File: src/rtl/red_pitaya_daisy_rx_align.sv
// red_pitaya_daisy_rx_align: fabric word aligner and link trainer
// for the daisy-chain receiver, parallel clock domain.
module red_pitaya_daisy_rx_align #(
  parameter int unsigned       IN_W      = 4,
  parameter int unsigned       WORD_W    = 16,
  parameter logic [WORD_W-1:0] TRAIN_PAT = 16'h00FF,
  parameter int unsigned       LOCK_CNT  = 4,
  parameter int unsigned       LOSS_CNT  = 4,
  localparam int unsigned      OFF_W     = $clog2(WORD_W)
) (
  input  logic              par_clk_i,
  input  logic              par_rstn_i,
  input  logic              en_i,
  input  logic              train_i,
  input  logic [IN_W-1:0]   raw_dat_i,
  output logic [WORD_W-1:0] dat_o,
  output logic              dv_o,
  output logic              trained_o,
  output logic [OFF_W-1:0]  off_o,
  output logic [15:0]       err_cnt_o,
  output logic [2:0]        state_o
);

  localparam int unsigned BEATS = WORD_W / IN_W;
  localparam int unsigned BW    = (BEATS > 1) ? $clog2(BEATS) : 1;
  localparam int unsigned SR_W  = 2 * WORD_W;

  localparam logic [BW-1:0]    BEAT_LAST = BW'(BEATS - 1);
  localparam logic [OFF_W-1:0] OFF_LAST  = OFF_W'(WORD_W - 1);
  localparam logic [3:0]       LOCK_N    = 4'(LOCK_CNT);
  localparam logic [3:0]       LOSS_N    = 4'(LOSS_CNT);

  typedef enum logic [2:0] {
    IDLE   = 3'd0,
    CHECK  = 3'd1,
    SLIP   = 3'd2,
    WAIT   = 3'd3,
    LOCKED = 3'd4
  } state_t;

  state_t              state_q, state_d;
  logic [SR_W-1:0]     sr_q;
  logic [BW-1:0]       beat_q;
  logic [OFF_W-1:0]    off_q, off_d;
  logic [3:0]          match_q, match_d;
  logic [3:0]          miss_q, miss_d;
  logic [15:0]         err_q, err_d;
  logic                wcnt_q, wcnt_d;
  logic [WORD_W-1:0]   dat_q, dat_d;
  logic                dv_q, dv_d;
  logic [1:0]          sync_q;

  logic                trn;
  logic                strobe;
  logic [WORD_W-1:0]   cand;
  logic                hit;

  assign trn    = sync_q[1];
  assign strobe = (beat_q == BEAT_LAST);
  assign cand   = sr_q[off_q +: WORD_W];
  assign hit    = (cand == TRAIN_PAT);

  // two-flop synchronizer for the asynchronous training request
  always_ff @(posedge par_clk_i or negedge par_rstn_i) begin
    if (!par_rstn_i) begin
      sync_q <= '0;
    end else begin
      sync_q <= {sync_q[0], train_i};
    end
  end

  // next state: search, slip, settle, lock and loss detection
  always_comb begin
    state_d = state_q;
    off_d   = off_q;
    match_d = match_q;
    miss_d  = miss_q;
    err_d   = err_q;
    wcnt_d  = wcnt_q;
    dat_d   = dat_q;
    dv_d    = 1'b0;
    unique case (state_q)
      IDLE: begin
        if (trn) begin
          state_d = CHECK;
          match_d = '0;
        end
      end
      CHECK: begin
        if (!trn) begin
          state_d = IDLE;
        end else if (strobe) begin
          if (hit) begin
            match_d = match_q + 4'd1;
            if (match_q + 4'd1 == LOCK_N) begin
              state_d = LOCKED;
              miss_d  = '0;
            end
          end else begin
            state_d = SLIP;
          end
        end
      end
      SLIP: begin
        off_d   = (off_q == OFF_LAST) ? '0
                : off_q + OFF_W'(1);
        match_d = '0;
        wcnt_d  = 1'b0;
        state_d = WAIT;
      end
      WAIT: begin
        if (!trn) begin
          state_d = IDLE;
        end else if (strobe) begin
          if (wcnt_q) begin
            state_d = CHECK;
          end else begin
            wcnt_d = 1'b1;
          end
        end
      end
      LOCKED: begin
        if (strobe) begin
          if (trn) begin
            if (!hit) begin
              err_d  = (err_q == 16'hFFFF) ? err_q
                     : err_q + 16'd1;
              miss_d = miss_q + 4'd1;
              if (miss_q + 4'd1 == LOSS_N) begin
                state_d = SLIP;
              end
            end else begin
              miss_d = '0;
            end
          end else begin
            dat_d = cand;
            dv_d  = 1'b1;
          end
        end
      end
      default: state_d = IDLE;
    endcase
  end

  // datapath and state registers; enable low clears everything
  always_ff @(posedge par_clk_i or negedge par_rstn_i) begin
    if (!par_rstn_i) begin
      state_q <= IDLE;
      sr_q    <= '0;
      beat_q  <= '0;
      off_q   <= '0;
      match_q <= '0;
      miss_q  <= '0;
      err_q   <= '0;
      wcnt_q  <= 1'b0;
      dat_q   <= '0;
      dv_q    <= 1'b0;
    end else if (!en_i) begin
      state_q <= IDLE;
      sr_q    <= '0;
      beat_q  <= '0;
      off_q   <= '0;
      match_q <= '0;
      miss_q  <= '0;
      err_q   <= '0;
      wcnt_q  <= 1'b0;
      dat_q   <= '0;
      dv_q    <= 1'b0;
    end else begin
      state_q <= state_d;
      sr_q    <= {sr_q[SR_W-IN_W-1:0], raw_dat_i};
      beat_q  <= strobe ? '0 : beat_q + BW'(1);
      off_q   <= off_d;
      match_q <= match_d;
      miss_q  <= miss_d;
      err_q   <= err_d;
      wcnt_q  <= wcnt_d;
      dat_q   <= dat_d;
      dv_q    <= dv_d;
    end
  end

  assign dat_o     = dat_q;
  assign dv_o      = dv_q;
  assign trained_o = (state_q == LOCKED);
  assign off_o     = off_q;
  assign err_cnt_o = err_q;
  assign state_o   = state_q;

endmodule

File: config.mk
export PLATFORM = sky130hd
export DESIGN_NAME = red_pitaya_daisy_rx_align
export DESIGN_NICKNAME = d
export VERILOG_FILES = /design/src/rtl/red_pitaya_daisy_rx_align.sv
export SDC_FILE = /design/constraint.sdc
export NUM_CORES = 1
export LEC_CHECK = 0
export BUFFER_PORTS_ARGS = -buffer_cell sky130_fd_sc_hd__buf_2
export CAP_MARGIN = 0
export CORE_MARGIN = 5
export CORE_UTILIZATION = 55
export CTS_CLUSTER_SIZE = 40
export DETAILED_ROUTE_END_ITERATION = 10
export PLACE_DENSITY_LB_ADDON = 0.3
export SETUP_SLACK_MARGIN = 0.4
export SLEW_MARGIN = 5
export SYNTH_ARGS = -nofsm -noshare
export SYNTH_HDL_FRONTEND = slang
export SYNTH_SLANG_ARGS = --single-unit
export TNS_END_PERCENT = 100
File: constraint.sdc
create_clock -name par_clk_i -period 6.5 [get_ports par_clk_i]
set_clock_uncertainty 0.15 [all_clocks]
set_input_delay 1.3 -clock par_clk_i [delete_from_list [all_inputs] [get_ports par_clk_i]]
set_output_delay 1.3 -clock par_clk_i [all_outputs]
set_load 0.02 [all_outputs]
==> impl_metrics.env <==
export IMPL_status="finished, final reports clean"
export IMPL_syn_nets=493
export IMPL_first_pass_iters=5
export IMPL_startpoint_type="flop"
export IMPL_path_class="reg2reg"
export IMPL_initial_utilization_pct=55.7
export IMPL_post_dp_hpwl_mm=7.71
export IMPL_num_rows=35
export IMPL_wl_mm=11.0
export IMPL_seq_area_frac_synth_pct=41.2
export IMPL_leakage_nw=2.47
export IMPL_ys_ff_latch=84
export IMPL_grtUsageMet1_pct=31.0
export IMPL_layout_drive_gt1_share_pct=19.8
export IMPL_root_buffer="clkbuf_8"
export IMPL_grt_pass1_wl_mm=18.8
export IMPL_crit_fanout=30
export IMPL_max_cap_violations=0
export IMPL_synth_area_top_cells="dfrtp_1 (41%), mux4_2 (9.7%), and2_1 (4.4%)"
export IMPL_maxSlewHeadroom_pct=25.5
export IMPL_cts_repair_resized=0
export IMPL_io_pins=49
export IMPL_register_area_sq_um=2100
export IMPL_drv_slew=0
export IMPL_finalSetupViolCount=0
export IMPL_first_global_vias=3639
export IMPL_synth_largest_area_cell="dfrtp_1"
export IMPL_synth_most_common_cell="dfrtp_1"
export IMPL_post_cts_buffers=0
export IMPL_synthFlopType="dfrtp_1"
export IMPL_yosys_warnings=0
export IMPL_cts_tree="built"
export IMPL_fin_area_sq_um=5530
export IMPL_arrival_ns=4.03
export IMPL_coreArea_sq_um=9150
export IMPL_netlist_area_sq_um=5100
export IMPL_fmax_ghz=0.253
export IMPL_antenna_left=0
export IMPL_grt_max_degree=85
export IMPL_synth_top_cell_area_share_pct=41.2
export IMPL_grtUsageMet3_pct=3.28
export IMPL_fin_setup_tns_ns=0
export IMPL_synth_cell_type_count=60
export IMPL_diodes=0
export IMPL_clk_pin_slew_ns=0.07
export IMPL_grt_use_met2_pct=30.7
export IMPL_crit_required_ns=6.57
export IMPL_die_area_sq_um=11300
export IMPL_fin_crit_ns=3.95
export IMPL_drt_wirelength_per_cell_um=17.7
export IMPL_die_h_um=106
export IMPL_grt_use_total_pct=20.5
export IMPL_async_reset_ff_share_pct=100
export IMPL_peakVddDrop_uv=92.6
export IMPL_nFillCells=752
export IMPL_hold_ws_ns=0.206
export IMPL_numPortBuffers=48
export IMPL_worst_pin_slew_ns=1.12
export IMPL_placed_cell_area_sq_um=5340
export IMPL_vias=3916
export IMPL_drc_errors=0
export IMPL_gr_total_overflow=0
export IMPL_syn_instance_count=478
export IMPL_synth_common_cells="dfrtp_1 (84), nand2_1 (50), and2_1 (36)"
export IMPL_multi_input_area_sq_um=2790
export IMPL_synth_edff_count=0
export IMPL_area_growth_pct=8.31
export IMPL_antenna_found_initial=0
export IMPL_clk_latency_ns=0.35
export IMPL_hold_violations=0
export IMPL_holdBufCountCts=0
export IMPL_numClockSinks=84
export IMPL_fp_dieW_um=106
export IMPL_synth_area_per_cell_sq_um=10.7
export IMPL_end_kind="flop"
export IMPL_avgViaCountPerCell=6.31
export IMPL_powerDensity_nw_per_um2=181
export IMPL_final_nets=522
export IMPL_min_delay_path_class="reg2reg"
export IMPL_post_route_period_util_pct=60.8
export IMPL_first_iter_violations=155
export IMPL_clockBufferDepth=2
export IMPL_htree_levels=3
export IMPL_grt_busiest_layer="met1"
export IMPL_rsz0062_at_grt="false"
export IMPL_cts_buffers=9
export IMPL_gp_congestion=0.884
## cells by family after synthesis
family          count (synthesis)  share of synthesized area, %
compound gates                 98                          12.6
xor+xnor                        2                         0.343
fa+ha+maj                       7                          1.72
buf+inv                        42                          4.34
flops                          84                          41.2
mux                            56                          18.7
simple gates                  189                          21.1
## where the power goes
part / switching (mW) / internal (mW) / total, mW / leakage (nW)
registers: 0.0107 / 0.531 / 0.541 / 1.16
logic: 0.0616 / 0.0322 / 0.0938 / 1.21
clock network: 0.173 / 0.194 / 0.368 / 0.0983
## registers in the layout (all words and copies together) (netlist names)
name	cells
beat_q	2
dat_o	16
dv_o	1
err_cnt_o	16
match_q	4
miss_q	4
off_o	4
sr_q	31
state_o	3
sync_q	2
wcnt_q	1
## critical path, stage by stage (launching register included)
cell and delay, ns:
dfrtp_1 1.08, mux4_2 0.62, mux2i_1 0.51, and4_1 0.33
o22ai_1 0.12, nor4_4 0.47, a31oi_2 0.20, mux2_4 0.33
## cell usage in the layout (no fill, tap or decap), types with 6 or more instances in the layout
cell and count:
dfrtp_1 84, nand2_1 50, buf_2 47, and2_1 36, o21ai_0 31, mux4_2 22
a21oi_1 20, mux2i_1 19, or3_1 14, nand2b_1 12, nand4_1 11, nor2_1 11
clkbuf_8 11, nand3_1 10, a22o_1 9, inv_1 8, and3_1 8, nor3_1 7
nor4_1 7, ha_1 7, mux4_1 6, a32o_1 6
## final cells by class
cell class	instances	share of cell area, %
clock buffers	12	2.81
clock inverters	2	0.634
inverters	8	0.543
multi-input cells	352	50.5
flip-flops and latches	84	38.0
well taps	111	2.51
repair buffers	52	4.94
## per-layer routing
metal  part of all wire (%)  wire length [um]
met2                     45              5010
met3                    5.1               558
met5                      0                 0
met1                     48              5310
met4                    1.3               142
## stage by stage
step | utilization [%] | instances | power, mW | setup WS [ns]
final | 60.4 | 621 | 1.00 | 2.55
after global routing | 60.4 | 621 | 1.05 | 2.30
after CTS | 60.4 | 621 | 1.01 | 2.55
after detailed placement | 58.3 | 607 | 0.645 | 2.45
after global placement | 58.3 | 607 | 0.643 | 2.53
after floorplan | - | 478 | 0.612 | 3.30
## final timing paths
kind                       startpoint   endpoint  slack, ns  depth (start not counted)
max                          off_o[2]  miss_q[1]       2.55                          7
min                         sync_q[0]  sync_q[1]       0.21                          0
max reg2reg                  off_o[2]  miss_q[1]       2.55                          7
min reg2reg                 sync_q[0]  sync_q[1]       0.21                          0
max in group asynchronous  par_rstn_i   sr_q[16]       4.54                          1
min in group asynchronous  par_rstn_i   sr_q[30]       0.97                          1
Power figures use the tool's default switching activity.
